$ cat src/rtl/fxp_pkg.sv
// Shared fixed-point definitions for the ODE datapath (signed Q8.7).
package fxp_pkg;

    localparam int FXP_WIDTH = 16;
    localparam int FXP_FRAC  = 7;

    localparam logic [FXP_WIDTH-1:0] FXP_MAX = 16'h7FFF;
    localparam logic [FXP_WIDTH-1:0] FXP_MIN = 16'h8000;

    typedef enum logic [1:0] {
        ST_IDLE  = 2'd0,
        ST_ACCUM = 2'd1,
        ST_DONE  = 2'd2
    } acc_state_e;

endpackage

$ cat src/rtl/fixed_point_accumulator_if.sv
// Command, term and result signals of the fixed-point accumulator.
interface fixed_point_accumulator_if #(
    parameter int WIDTH = 16,
    parameter int CNT_W = 8
);
    logic             start;
    logic [CNT_W-1:0] term_count;
    logic [WIDTH-1:0] init_value;
    logic             in_valid;
    logic [WIDTH-1:0] in_data;
    logic             in_ovf;
    logic             in_ready;
    logic             out_valid;
    logic [WIDTH-1:0] out_data;
    logic             out_overflow;
    logic             out_ready;
    logic             busy;

    modport master (
        output start, term_count, init_value, in_valid, in_data, in_ovf, out_ready,
        input  in_ready, out_valid, out_data, out_overflow, busy
    );

    modport slave (
        input  start, term_count, init_value, in_valid, in_data, in_ovf, out_ready,
        output in_ready, out_valid, out_data, out_overflow, busy
    );
endinterface

$ cat src/rtl/fxp_saturate.sv
// Narrows a signed IN_W value to OUT_W bits, clamping to the signed range.
// Latency: combinational.
// Backpressure: none, pure function of din.
module fxp_saturate #(
    parameter int IN_W  = 24,
    parameter int OUT_W = 16
) (
    input  logic signed [IN_W-1:0]  din,
    output logic        [OUT_W-1:0] dout,
    output logic                    sat
);
    localparam int HI_W = IN_W - OUT_W + 1;

    // The value fits iff every bit from the output sign bit upward agrees.
    logic [HI_W-1:0] hi;

    always_comb begin
        hi   = din[IN_W-1:OUT_W-1];
        sat  = 1'b0;
        dout = din[OUT_W-1:0];
        if (!((&hi) || !(|hi))) begin
            sat  = 1'b1;
            dout = din[IN_W-1] ? {1'b1, {(OUT_W-1){1'b0}}}
                               : {1'b0, {(OUT_W-1){1'b1}}};
        end
    end
endmodule

$ cat src/rtl/fixed_point_accumulator.sv
// Sums term_count signed Q8.7 terms onto init_value with guard bits, saturating the result.
// Latency: result valid the cycle after the last term (or after start when term_count is 0).
// Backpressure: one term per cycle in ACCUM; result held in DONE until out_ready.
module fixed_point_accumulator
    import fxp_pkg::*;
#(
    parameter int WIDTH = FXP_WIDTH,
    parameter int CNT_W = 8,
    parameter int GUARD = 8
) (
    input  logic                      clk,
    input  logic                      rst,
    fixed_point_accumulator_if.slave  bus
);
    // GUARD >= CNT_W keeps the widest possible sum inside the accumulator.
    localparam int ACC_W = WIDTH + GUARD;

    acc_state_e              state_q, state_d;
    logic signed [ACC_W-1:0] acc_q, acc_d;
    logic [CNT_W-1:0]        cnt_q, cnt_d;
    logic                    ovf_q, ovf_d;
    logic                    load_result;
    logic [WIDTH-1:0]        out_data_q;
    logic                    out_ovf_q;
    logic [WIDTH-1:0]        sat_data;
    logic                    sat_flag;

    always_comb begin
        state_d     = state_q;
        acc_d       = acc_q;
        cnt_d       = cnt_q;
        ovf_d       = ovf_q;
        load_result = 1'b0;
        case (state_q)
            ST_IDLE: begin
                if (bus.start) begin
                    acc_d = {{GUARD{bus.init_value[WIDTH-1]}}, bus.init_value};
                    cnt_d = bus.term_count;
                    ovf_d = 1'b0;
                    if (bus.term_count == '0) begin
                        state_d     = ST_DONE;
                        load_result = 1'b1;
                    end else begin
                        state_d = ST_ACCUM;
                    end
                end
            end
            ST_ACCUM: begin
                if (bus.in_valid) begin
                    acc_d = acc_q + {{GUARD{bus.in_data[WIDTH-1]}}, bus.in_data};
                    ovf_d = ovf_q | bus.in_ovf;
                    cnt_d = cnt_q - CNT_W'(1);
                    if (cnt_q == CNT_W'(1)) begin
                        state_d     = ST_DONE;
                        load_result = 1'b1;
                    end
                end
            end
            ST_DONE: begin
                if (bus.out_ready) begin
                    state_d = ST_IDLE;
                end
            end
            default: state_d = ST_IDLE;
        endcase
    end

    // Saturating the next-state sum lets the result register load as DONE is entered.
    fxp_saturate #(
        .IN_W  (ACC_W),
        .OUT_W (WIDTH)
    ) u_sat (
        .din  (acc_d),
        .dout (sat_data),
        .sat  (sat_flag)
    );

    always_ff @(posedge clk) begin
        if (rst) begin
            state_q    <= ST_IDLE;
            acc_q      <= '0;
            cnt_q      <= '0;
            ovf_q      <= 1'b0;
            out_data_q <= '0;
            out_ovf_q  <= 1'b0;
        end else begin
            state_q <= state_d;
            acc_q   <= acc_d;
            cnt_q   <= cnt_d;
            ovf_q   <= ovf_d;
            if (load_result) begin
                out_data_q <= sat_data;
                out_ovf_q  <= ovf_d | sat_flag;
            end
        end
    end

    assign bus.in_ready     = (state_q == ST_ACCUM);
    assign bus.out_valid    = (state_q == ST_DONE);
    assign bus.busy         = (state_q != ST_IDLE);
    assign bus.out_data     = out_data_q;
    assign bus.out_overflow = out_ovf_q;

endmodule

$ cat src/flat_wrapper.sv
// flat-port wrapper written by rule: the top's interface ports become plain ports
module fixed_point_accumulator_flat import fxp_pkg::*;
#(
    parameter int WIDTH = FXP_WIDTH,
    parameter int CNT_W = 8,
    parameter int GUARD = 8
)
  (clk, rst, bus_start, bus_term_count, bus_init_value, bus_in_valid, bus_in_data, bus_in_ovf, bus_out_ready, bus_in_ready, bus_out_valid, bus_out_data, bus_out_overflow, bus_busy);
  fixed_point_accumulator_if #(.WIDTH(WIDTH), .CNT_W(CNT_W)) bus_i ();
  input  logic clk;
  input  logic rst;
  input wire logic [$bits(bus_i.start)-1:0] bus_start;
  input wire logic [$bits(bus_i.term_count)-1:0] bus_term_count;
  input wire logic [$bits(bus_i.init_value)-1:0] bus_init_value;
  input wire logic [$bits(bus_i.in_valid)-1:0] bus_in_valid;
  input wire logic [$bits(bus_i.in_data)-1:0] bus_in_data;
  input wire logic [$bits(bus_i.in_ovf)-1:0] bus_in_ovf;
  input wire logic [$bits(bus_i.out_ready)-1:0] bus_out_ready;
  output wire logic [$bits(bus_i.in_ready)-1:0] bus_in_ready;
  output wire logic [$bits(bus_i.out_valid)-1:0] bus_out_valid;
  output wire logic [$bits(bus_i.out_data)-1:0] bus_out_data;
  output wire logic [$bits(bus_i.out_overflow)-1:0] bus_out_overflow;
  output wire logic [$bits(bus_i.busy)-1:0] bus_busy;
  assign bus_i.start = bus_start;
  assign bus_i.term_count = bus_term_count;
  assign bus_i.init_value = bus_init_value;
  assign bus_i.in_valid = bus_in_valid;
  assign bus_i.in_data = bus_in_data;
  assign bus_i.in_ovf = bus_in_ovf;
  assign bus_i.out_ready = bus_out_ready;
  assign bus_in_ready = bus_i.in_ready;
  assign bus_out_valid = bus_i.out_valid;
  assign bus_out_data = bus_i.out_data;
  assign bus_out_overflow = bus_i.out_overflow;
  assign bus_busy = bus_i.busy;
  fixed_point_accumulator #(.WIDTH(WIDTH), .CNT_W(CNT_W), .GUARD(GUARD)) u_core (.clk(clk), .rst(rst), .bus(bus_i));
endmodule
$ cat config.mk
export PLATFORM = sky130hd
export DESIGN_NAME = fixed_point_accumulator_flat
export DESIGN_NICKNAME = d
export VERILOG_FILES = /design/src/rtl/fxp_pkg.sv /design/src/rtl/fixed_point_accumulator_if.sv /design/src/rtl/fxp_saturate.sv /design/src/rtl/fixed_point_accumulator.sv /design/src/flat_wrapper.sv
export SDC_FILE = /design/constraint.sdc
export NUM_CORES = 1
export LEC_CHECK = 0
export ABC_CLOCK_PERIOD_IN_PS = 5200
export CORE_MARGIN = 2
export CORE_UTILIZATION = 45
export CTS_BUF_LIST = sky130_fd_sc_hd__clkbuf_8
export DETAILED_ROUTE_END_ITERATION = 7
export DONT_BUFFER_PORTS = 1
export PLACE_DENSITY = 0.57
export SKIP_CTS_REPAIR_TIMING = 1
export SLEW_MARGIN = 30
export SYNTH_ARGS = -nofsm -noshare
export SYNTH_HDL_FRONTEND = slang
export SYNTH_SLANG_ARGS = --single-unit
$ cat constraint.sdc
create_clock -name clk -period 5.2 [get_ports clk]
set_input_delay 0.78 -clock clk [delete_from_list [all_inputs] [get_ports clk]]
set_output_delay 0.78 -clock clk [all_outputs]
set_load 0.02 [all_outputs]
# == After elaboration in Yosys (flattened, before gate mapping) ==
# Index checks and enable logic that the tools add are counted.
# totals
register_bits,52
# op_classes
n_bitwise,2
n_mux,23
reduce_logical,10
eq_ne,7
n_addsub,2
# op_table
operator,count
two-way mux 24 bit,2
case mux 24 bit (2 select lines),1
two-way mux 16 bit,2
adder 24 bit,1
two-way mux 8 bit,2
case mux 8 bit (2 select lines),1
two-way mux 2 bit,5
AND reduction 9 bit,1
OR reduction 9 bit,1
"== test 8 x 1 -> 1 bit, second input constant",1
zero test 8 bit,1
"subtractor 8 x 1 -> 8 bit, second input constant",1
two-way mux 1 bit,7
"!= test 2 bit, second input constant",3
case mux 2 bit (3 select lines),1
case mux 1 bit (2 select lines),2
AND reduction 4 bit,1
nonzero test 2 bit,2
AND reduction 3 bit,1
"== test 2 x 1 -> 1 bit, second input constant",1
"== test 2 bit, second input constant",1
zero test 2 bit,1
"!= test 2 x 1 -> 1 bit, second input constant",1
bitwise OR 1 bit,2
2 further kinds,2

# == Longest topological paths before layout ==
# Gate-level depths: netlist of the first run.
# logic_depth
ltp_word,8
depth_mapped,13
depth_no_buf,12

# == Hierarchy ==
# A second synthesis of the first run with hierarchy kept.
# unflattened
cells_unflattened,501
area_unflattened_um2,3896.2
# modules_own_cells
module,area_per_inst_um2,instances,cells_each,seq_area_each_um2
fixed_point_accumulator,3595.9,1,456,1041.0
fxp_saturate,300.3,1,45,0.0

# == Worst setup path after synthesis of the first run ==
# No wires, ideal clock.
# synth_path
path_type,input -> register
from,input bus_in_data[0]
to,"register u_core.out_data_q[10], in the netlist u_core.bus.out_data[10]"
cell_stages,13
n_path_buf,1
setup_slack_ps,1740
setup_ps,137
t_arrival_ps,3323
path_cell_list,ha_1 inv_1 fa_1 nand2b_1 a21oi_1 nor3_1 o21ai_1 mux2i_1 o211ai_1 or4_4 o21ai_4 buf_12 o32ai_2
# synth_via
elab_chain_cells,7
elab_cells_between_ends,9
# synth_rtl
item,line,rtl
from (decl),flat_wrapper.sv:16,input wire logic [$bits(bus_i.in_data)-1:0] bus_in_data;
adder 24 bit (*),fixed_point_accumulator.sv:50,"acc_d = acc_q + {{GUARD{bus.in_data[WIDTH-1]}}, bus.in_data};"
two-way mux 24 bit (*),fixed_point_accumulator.sv:49,if (bus.in_valid) begin
case mux 24 bit (2 select lines) (*),fixed_point_accumulator.sv:34,case (state_q)
OR reduction 9 bit,fxp_saturate.sv:21,if (!((&hi) || !(|hi))) begin
zero test 1 bit,fxp_saturate.sv:21,
logical OR 1 bit,fxp_saturate.sv:21,
two-way mux 16 bit (*),fxp_saturate.sv:21,
to (signal assigned),fixed_point_accumulator.sv:92,out_data_q <= sat_data;
to (decl),fixed_point_accumulator.sv:23,logic [WIDTH-1:0] out_data_q;
# Mark *: on every way between the ends. The rest lies on a longest branch, timed or not.
# A chain may end at the register's enable or synchronous reset.

# == Final worst setup path of the first run ==
# layout_path
from,input bus_in_data[0]
to,"register u_core.out_ovf_q, in the netlist u_core.bus.out_overflow"
# layout_via
elab_chain_cells,8
elab_cells_between_ends,9
# layout_rtl
item,line,rtl
adder 24 bit (*),fixed_point_accumulator.sv:50,
two-way mux 24 bit (*),fixed_point_accumulator.sv:49,
case mux 24 bit (2 select lines) (*),fixed_point_accumulator.sv:34,
OR reduction 9 bit,fxp_saturate.sv:21,
zero test 1 bit,fxp_saturate.sv:21,
logical OR 1 bit (*),fxp_saturate.sv:21,
two-way mux 1 bit (*),fxp_saturate.sv:21,
bitwise OR 1 bit (*),fixed_point_accumulator.sv:93,out_ovf_q <= ovf_d | sat_flag;
to (signal assigned),fixed_point_accumulator.sv:93,
to (decl),fixed_point_accumulator.sv:24,logic out_ovf_q;
# Marked as above.

==> reports/qor.csv, run 1 <==
metric,value,unit
synth-xor-area-share,0.0261,
wirelength,11300,µm
clk_pin_slew_worst_paths,0.10,ns
coreArea,8680,µm²
synth_area,4020,µm²
insertion_delay,0.31,ns
fp.dieW,98.5,µm
fin_hold_ws,0.474,ns
fin_crit_sh,0.708,
syn2layout_area_growth,4.51,%
synthCells,510,
syn_area_per_cell,7.89,µm²
synth_compound_area_frac,0.320,
dp_hpwl,8340,µm
synthMuxAreaShare,0.0236,
antenna_left,0,
grt.total_usage,0.232,
finalNetCount,567,
synth_nets,582,
maxCapViolations,0,
max_freq,272,MHz
worst_slew_pin_slew,0.693,ns
yosysSeqAreaShare,0.259,
first_pass_iters,4,
holdPathStages,2,
synth_edf_count,0,
synth_warnings,0,
power_density,303,nW/µm²
cp-end-kind,register,
status,"complete, no violations",
pin_count,66,
cts_sinks,52,
post-route-drc-count,0,
synth_top_family_by_area,compound AO/OA/AOI/OAI gates,
cts_tree,done,
worst-endpoint-required,5.37,ns
final_area,4200,µm²
finalMaxSlewViolations,0,
synth.distinct_cells,74,
root_buffer,clkbuf_8,
layout-drive-gt1-share,0.0806,
p_leak,1.63,nW
initial_core_util,0.464,
placed_area,4080,µm²
gr-total-overflow,0,
drt_iter0_markers,207,
path_class,in2reg,
hold_viol,0,
cts_buffers,5,
hp-class,reg2reg,
relSlewSlack,0.538,
timing.rr.end,u_core.bus.out_data[9],
fin_skew,0.00638,ns
critPathLaunchType,primary input,
r2r_slack,1.56,ns
htree_levels,2,
yosys.area_share.adder,0.0827,
grt_pass1_wl,18500,µm
min_to,u_core.cnt_q[6],
synthTopCellsByArea,"dfxtp_1, ha_1, nor2_1",
die-area,9710,µm²
place.gp.congestion,0.862,
clock_path_buffers,2,
setup_viol,0,
num_vias,3793,
ys_ff_latch,52,
synth_area_leader_cell,dfxtp_1,
antenna_cells,0,
path_max_fanout,15,
rsz0062_at_grt,false,
hold_path_startpoint,u_core.cnt_q[6],
fin_tns_setup,0,ns
die_height,98.5,µm
grt_max_degree,68,
grt_antenna_before_repair,0,
arrival,3.85,ns
wire_per_inst,18.7,µm
r2r_cells,11,
rows,34,
ir_drop,0.000174,V
via_per_inst,6.28,
synthFlopType,dfxtp_1,
synth_top_cell_area_share,0.259,
postSynth.asyncResetShare,0,
grt_pass1_vias,3623,
timing.rr.start,u_core.state_q[0],
synth_simple_gate_area_frac,0.241,
io_buffers,0,
finalCriticalPeriod,3.68,ns
## registers in the layout (all words and copies together) (netlist names)
signal / cells
u_core.ovf_q: 1
u_core.bus.out_overflow: 1
u_core.bus.out_data: 16
u_core.acc_q: 24
u_core.state_q: 2
u_core.cnt_q: 8
## stage by stage
step	power, mW	util	std cells	worst slack, ns
after CTS	1.28	0.483	604	1.37
after global routing	1.36	0.484	604	1.32
after global placement	0.973	0.470	596	1.23
after detailed placement	0.977	0.470	596	1.18
final	1.27	0.484	604	1.52
after floorplan	0.874	-	510	1.74
## power by group
part / switching [mW] / internal (mW) / leakage (nW)
clock: 0.151 / 0.146 / 0.0600
sequential: 0.0346 / 0.435 / 0.425
combinational: 0.313 / 0.193 / 1.15
total: 0.499 / 0.775 / 1.63
## how the worst max path moves through the flow
stage | from | endpoint | slack, ns | cells after the start
2_1_floorplan | bus_in_data[0] | u_core.bus.out_data[10] | 1.74 | 13
3_3_place_gp | bus_in_data[5] | u_core.bus.out_data[9] | 1.23 | 10
3_5_place_dp | bus_in_data[5] | u_core.bus.out_data[9] | 1.18 | 10
4_1_cts | u_core.state_q[0] | u_core.bus.out_data[9] | 1.37 | 11
5_1_grt | bus_in_data[0] | u_core.bus.out_data[4] | 1.32 | 12
6_report | bus_in_data[0] | u_core.bus.out_overflow | 1.52 | 12
## cell families (layout without fill, tap and decap cells)
group	after synthesis	count (layout)
AOI/OAI and AO/OA	171	171
xor gates and xnor gates	12	12
adders and majority gates	26	26
buffers and inverters	44	30
DFF	52	52
muxes	9	9
and+or+nand+nor	196	196
## synthesized netlist by cell type (all sizes together) (8+ instances only)
library cell  count
clkbuf           19
xnor2             9
buf               9
nand2            28
a21o              8
dfxtp            52
a221oi            9
or3              17
o32ai            16
nor2             80
nor3              9
o21ai            32
a21oi            45
nand3            20
ha               25
inv              16
mux2i             8
nand2b           12
## placed cells by master (no fill, tap or decap), drive strengths merged, types with 4 or more instances in the layout
cell type	Yosys	final
nand4	5	5
a221oi	9	9
a31oi	7	7
buf	9	6
nand3	20	20
nand2b	12	12
o21bai	4	4
o32ai	16	16
nor2	80	80
a22o	7	7
ha	25	25
a21o	8	8
nor2b	4	4
mux2i	8	8
clkbuf	19	5
a21oi	45	45
nand2	28	28
nor3	9	9
o211ai	5	5
dfxtp	52	52
o21ai	32	32
inv	16	17
xnor2	9	9
or3	17	17
a211oi	7	7
## critical path, stage by stage
cell and delay (ns):
ha_1 0.14, inv_1 0.05, fa_1 0.40, nand2b_1 0.18
a21oi_1 0.22, nor3_1 0.08, o21ai_1 0.45, mux2i_1 0.30
o211ai_1 0.13, or4_4 0.46, o21ai_4 0.49, a311oi_2 0.17
## final cells by class
class,count,area (µm²)
fillers,875,4470
multi-input cells,414,2810
flip-flops and latches,52,1040
well taps,108,135
clock buffers,5,68.8
inverters,16,60.1
clock inverters,3,46.3
repair buffers,6,45.0
## per-layer routing
layer,part of all wire,GRT usage
met1,0.43,0.296
met2,0.50,0.413
met3,0.060,0.0461
met4,0.0084,0.0400
met5,0,0
(Power assumes the default switching activity.)
==> run 2: changes to the inputs <==
--- a/config.mk
+++ b/config.mk
@@ -5,13 +5,14 @@
 export SDC_FILE = /design/constraint.sdc
 export NUM_CORES = 1
 export LEC_CHECK = 0
-export ABC_CLOCK_PERIOD_IN_PS = 5200
+export ABC_AREA = 1
+export ABC_CLOCK_PERIOD_IN_PS = 3000
 export CORE_MARGIN = 2
 export CORE_UTILIZATION = 45
 export CTS_BUF_LIST = sky130_fd_sc_hd__clkbuf_8
 export DETAILED_ROUTE_END_ITERATION = 7
 export DONT_BUFFER_PORTS = 1
-export PLACE_DENSITY = 0.57
+export PLACE_DENSITY = 0.59
 export SKIP_CTS_REPAIR_TIMING = 1
 export SLEW_MARGIN = 30
 export SYNTH_ARGS = -nofsm -noshare
==> constraint.sdc (replaced) <==
create_clock -name clk -period 3 [get_ports clk]
set_input_delay 0.45 -clock clk [delete_from_list [all_inputs] [get_ports clk]]
set_output_delay 0.45 -clock clk [all_outputs]
set_load 0.02 [all_outputs]
==> run 2 against run 1 <==
- sequential power rose by 87%
- critical path depth is 5 higher
- synthesized cell count is 45% higher
- cell area grew 10%
- hold slack got worse by 0.28 ns
- area after synthesis up 9.4%
- non-clock buffer count shrank 3
- register-to-register slack worse by 1.3 ns
- critical path type is now reg2reg
- largest cell class unchanged
==> reports/qor.csv, run 2 <==
metric,value,unit
maxCapViolations,0,
status,"complete, no violations",
num_vias,4361,
ir_drop,0.000297,V
fin_tns_setup,0,ns
antenna_cells,0,
yosys.area_share.adder,0.0757,
htree_levels,2,
placed_area,4480,µm²
clk_pin_slew_worst_paths,0.10,ns
relSlewSlack,0.588,
synth_top_family_by_area,simple AND/OR/NAND/NOR gates,
io_buffers,0,
finalNetCount,803,
post-route-drc-count,0,
synth_nets,814,
synth_edf_count,0,
grt_antenna_before_repair,0,
synth_area_leader_cell,dfxtp_1,
met3WireLength,709,µm
antenna_left,0,
met2_length,5040,µm
arrival,2.95,ns
synth_top_cell_area_share,0.237,
fin_skew,0.00896,ns
largest_reg_flops,24,
gr-total-overflow,0,
die-area,10600,µm²
hp-class,in2reg,
synthMuxAreaShare,0,
cts_buffers,5,
place.gp.congestion,0.958,
root_buffer,clkbuf_8,
syn_area_per_cell,5.93,µm²
synth.distinct_cells,42,
cp-end-kind,register,
synth-xor-area-share,0.0319,
insertion_delay,0.31,ns
final_cell_mix,"nand2_1, inv_1, nor2_1",
synth_warnings,0,
yosysSeqAreaShare,0.237,
synth_commonest_cells,"nand2_1, inv_1, nor2_1, a21oi_1, dfxtp_1",
synth_simple_gate_area_frac,0.368,
syn2layout_area_growth,5.26,%
clock_path_buffers,2,
rsz0062_at_grt,false,
synth_most_common_cell,nand2_1,
synthFlopType,dfxtp_1,
ys_ff_latch,52,
power_density,606,nW/µm²
first_pass_iters,4,
synthCells,742,
synthTopCellsByArea,"dfxtp_1, nand2_1, inv_1",
layout-drive-gt1-share,0.0724,
finalMaxSlewViolations,0,
final_common_cell,nand2_1,
dp_hpwl,9760,µm
finalCriticalPeriod,2.70,ns
max_freq,370,MHz
cts_tree,done,
postSynth.asyncResetShare,0,
placed_cells,857,
fp.dieW,103,µm
hold_viol,0,
initial_core_util,0.456,
regMostFlops,u_core.acc_q,
critPathLaunchType,register,
grt_max_degree,36,
finalNonFillerCells,865,
path_max_fanout,16,
wirelength,12100,µm
synth_area,4400,µm²
wl_met1,6120,µm
via_per_inst,5.04,
grt_pass1_vias,4042,
path_class,reg2reg,
routed.top_layer,met4,
grt_pass1_wl,19500,µm
rows,36,
worst_slew_pin_slew,0.617,ns
coreArea,9640,µm²
pin_count,66,
p_leak,2.35,nW
worst-endpoint-required,3.25,ns
fin_crit_sh,0.901,
die_height,103,µm
cts_sinks,52,
setup_viol,0,
wire_per_inst,14.0,µm
grt.total_usage,0.236,
final_area,4630,µm²
synth_compound_area_frac,0.160,
drt_iter0_markers,223,
## run 2: worst max-delay path: stages, from the launching register on
cell	delay, ns
dfxtp_1	0.36
ha_1	0.39
nand2_2	0.12
nor2_2	0.22
nand3_1	0.11
nand3b_1	0.20
nand2_1	0.11
nand2_1	0.07
nand2_1	0.04
nand3_1	0.11
nand2_1	0.12
nand2_1	0.10
nand2_1	0.07
nor2_2	0.09
nand2_2	0.19
a21oi_1	0.22
nor2_2	0.05
nor2_1	0.09
## run 2: kinds of logic after synthesis
kind of cell	Yosys count
AO/OA/AOI/OAI	128
XOR/XNOR	16
AND/OR/NAND/NOR	379
flip-flops	52
adder cells (fa/ha/maj)	26
buffers and inverters	141
## run 2: final timing paths
path / start / end / slack (ns) / cells past startpoint
setup / recovery: u_core.acc_q[7] / u_core.bus.out_data[12] / 0.30 / 17
hold reg to reg: u_core.cnt_q[3] / u_core.cnt_q[3] / 0.50 / 2
setup reg to reg: u_core.acc_q[7] / u_core.bus.out_data[12] / 0.30 / 17
hold / removal: rst / u_core.cnt_q[2] / 0.20 / 1
## run 2: layer usage
| layer | track usage | vias up |
|---|---|---|
| met4 | 0.0698 | 0 |
| met5 | 0 | - |
| li1 | - | 2313 |
| met2 | 0.361 | 89 |
| met3 | 0.0441 | 20 |
| met1 | 0.337 | 1939 |
## run 2: area by class of cell
type	instances	area, µm²
clock inverters	3	68.8
fillers	1054	5010
clock buffers	5	68.8
well taps	133	166
flip-flops and latches	52	1040
repair buffers	3	22.5
inverters	120	453
multi-input cells	549	2810
## run 2: metrics by stage
step           hold slack [ns]  total power [mW]  setup WS (ns)  utilization
6_report                 0.196              2.80          0.297        0.480
5_1_grt                  0.179              3.04        0.00385        0.480
4_1_cts                  0.184              2.81          0.281        0.479
3_5_place_dp             0.467              2.21          0.180        0.465
3_3_place_gp             0.463              2.21          0.233        0.465
2_1_floorplan            0.454              1.94          0.412            -
## run 2: power by group
group | leakage [nW] | switching (mW) | total [mW] | internal [mW]
registers | 0.426 | 0.0925 | 0.877 | 0.784
clock network | 0.0687 | 0.245 | 0.581 | 0.336
logic | 1.85 | 0.893 | 1.35 | 0.454
==> run 3: changes to the inputs <==
--- a/config.mk
+++ b/config.mk
@@ -8,11 +8,12 @@
 export ABC_AREA = 1
 export ABC_CLOCK_PERIOD_IN_PS = 3000
 export CORE_MARGIN = 2
-export CORE_UTILIZATION = 45
+export CORE_UTILIZATION = 48
 export CTS_BUF_LIST = sky130_fd_sc_hd__clkbuf_8
 export DETAILED_ROUTE_END_ITERATION = 7
 export DONT_BUFFER_PORTS = 1
-export PLACE_DENSITY = 0.59
+export HOLD_SLACK_MARGIN = 0.06
+export PLACE_DENSITY = 0.62
 export SKIP_CTS_REPAIR_TIMING = 1
 export SLEW_MARGIN = 30
 export SYNTH_ARGS = -nofsm -noshare
==> run 3 against run 2 <==
- fmax decreased by 0.97%
- wire length increased by 0.80%
- highest routed layer unchanged
- final cell count shrank 2.8%
- critical path type unchanged
- sequential power is essentially flat
- clock power fell by 28%
- clock skew shrank 0.00078 ns
- global-route usage grew 1.2 points
- power shrank 5.6%
- die area down 6.0%
- sequential cell count did not move
- register-to-register slack got worse by 0.03 ns
- sequential share of layout area is 0.30 points higher
- largest cell class unchanged
==> reports/qor.csv, run 3 (same netlist as run 2, synthesis figures left out) <==
metric,value,unit
holdPathStages,1,
met1_usage,0.365,
finalNonFillerCells,841,
slowest_stage,fa_1,
fin_hold_ws,0.200,ns
fillers,956,
insertion_delay,0.31,ns
arrival,2.93,ns
r2r_cells,21,
hp-class,in2reg,
placed_cells,833,
use_met2,0.384,
placed_area,4450,µm²
place.gp.congestion,0.890,
grt_max_degree,36,
seq_area,1040,µm²
r2r_slack,0.27,ns
grt_pass1_wl,19900,µm
root_buffer,clkbuf_8,
p_total,2.65,mW
finalMaxSlewViolations,0,
cp.buffers_inverters,3,
globalRoute.busiestLayer,met2,
critPathLaunchType,register,
initial_core_util,0.500,
fin_util,0.519,
grt_antenna_before_repair,0,
regMostFlops,u_core.acc_q,
hold_path_startpoint,rst,
status,"complete, no violations",
crit_family,simple AND/OR/NAND/NOR gates,
antenna_left,0,
met3_usage,0.0450,
timing.rr.end,u_core.bus.out_data[13],
p_leak,2.35,nW
largest_reg_flops,24,
fp.dieW,99.7,µm
layout-drive-gt1-share,0.0723,
clock_path_buffers,2,
dp_hpwl,9790,µm
antenna_cells,0,
drt_iter0_markers,225,
path_class,reg2reg,
hold_viol,0,
cpMostUsedCell,nand2_1,
min_to,u_core.cnt_q[5],
syn2layout_area_growth,3.87,%
maxCapViolations,0,
max_freq,366,MHz
post-route-drc-count,0,
final_common_cell,nand2_1,
num_vias,4452,
first_pass_iters,5,
setup_viol,0,
cts_tree,done,
die-area,9950,µm²
fin_crit_sh,0.910,
gr-total-overflow,0,
htree_levels,2,
cp-end-kind,register,
fin_skew,0.00818,ns
pin_count,66,
cts_sinks,52,
io_buffers,0,
slowest_delay,0.39,ns
finalNetCount,804,
worst_slew_pin_slew,0.544,ns
grt.total_usage,0.248,
rows,34,
wire_per_inst,14.5,µm
multi_input_area,2820,µm²
cts_buffers,5,
cp_cell_sequence,"ha_2, inv_1, fa_1, inv_1, nand3_1, nand3_2, nand2_1, nand2_1, nand2_1, nand3_1, nand3_1, nand2_1, nand2_1, inv_2, nand3_1, nor2_2, nand2_1, nand2_2, nand2_4, nor2_1, nor2_1",
timing.rr.start,u_core.acc_q[0],
die_height,99.7,µm
relSlewSlack,0.637,
grt_pass1_vias,4052,
coreArea,8810,µm²
final_cell_mix,"nand2_1, inv_1, nor2_1",
final_area,4570,µm²
clk_pin_slew_worst_paths,0.10,ns
finalCriticalPeriod,2.73,ns
wirelength,12200,µm
power_density,579,nW/µm²
worst-endpoint-required,3.20,ns
ir_drop,0.000429,V
path_max_fanout,15,
via_per_inst,5.29,
run 3: area by class of cell:
cell class,instances,share of cell area
clock buffers,6,0.0181
clock inverters,2,0.00246
inverters,120,0.0991
multi-input cells,549,0.616
flip-flops and latches,52,0.228
well taps,108,0.0296
repair buffers,4,0.00657
run 3: per-stage QoR:
stage          setup WS, ns  TNS, ns
6_report              0.271        0
3_3_place_gp          0.227        0
2_1_floorplan         0.412        0
5_1_grt             -0.0284   -0.166
3_5_place_dp          0.126        0
4_1_cts               0.234        0
run 3: worst max path at each step:
stage                               to  slack (ns)       startpoint  cells past startpoint
3_3_place_gp   u_core.bus.out_overflow        0.23   bus_in_data[0]                     17
2_1_floorplan   u_core.bus.out_data[6]        0.41   bus_in_data[0]                     22
4_1_cts         u_core.bus.out_data[2]        0.23  u_core.acc_q[0]                     21
6_report       u_core.bus.out_data[13]        0.27  u_core.acc_q[0]                     21
3_5_place_dp    u_core.bus.out_data[2]        0.13   bus_in_data[0]                     21
5_1_grt         u_core.bus.out_data[7]       -0.03  u_core.acc_q[0]                     21
run 3: where the power goes:
| part | internal, mW | switching [mW] | leakage, nW |
|---|---|---|---|
| registers | 0.784 | 0.0913 | 0.426 |
| logic | 0.455 | 0.900 | 1.87 |
| clock network | 0.185 | 0.232 | 0.0486 |
run 3: routing by layer:
metal,vias up,share of wire
met2,134,0.43
li1,2311,-
met3,9,0.080
met1,1998,0.48
met4,0,0.0099
met5,-,0
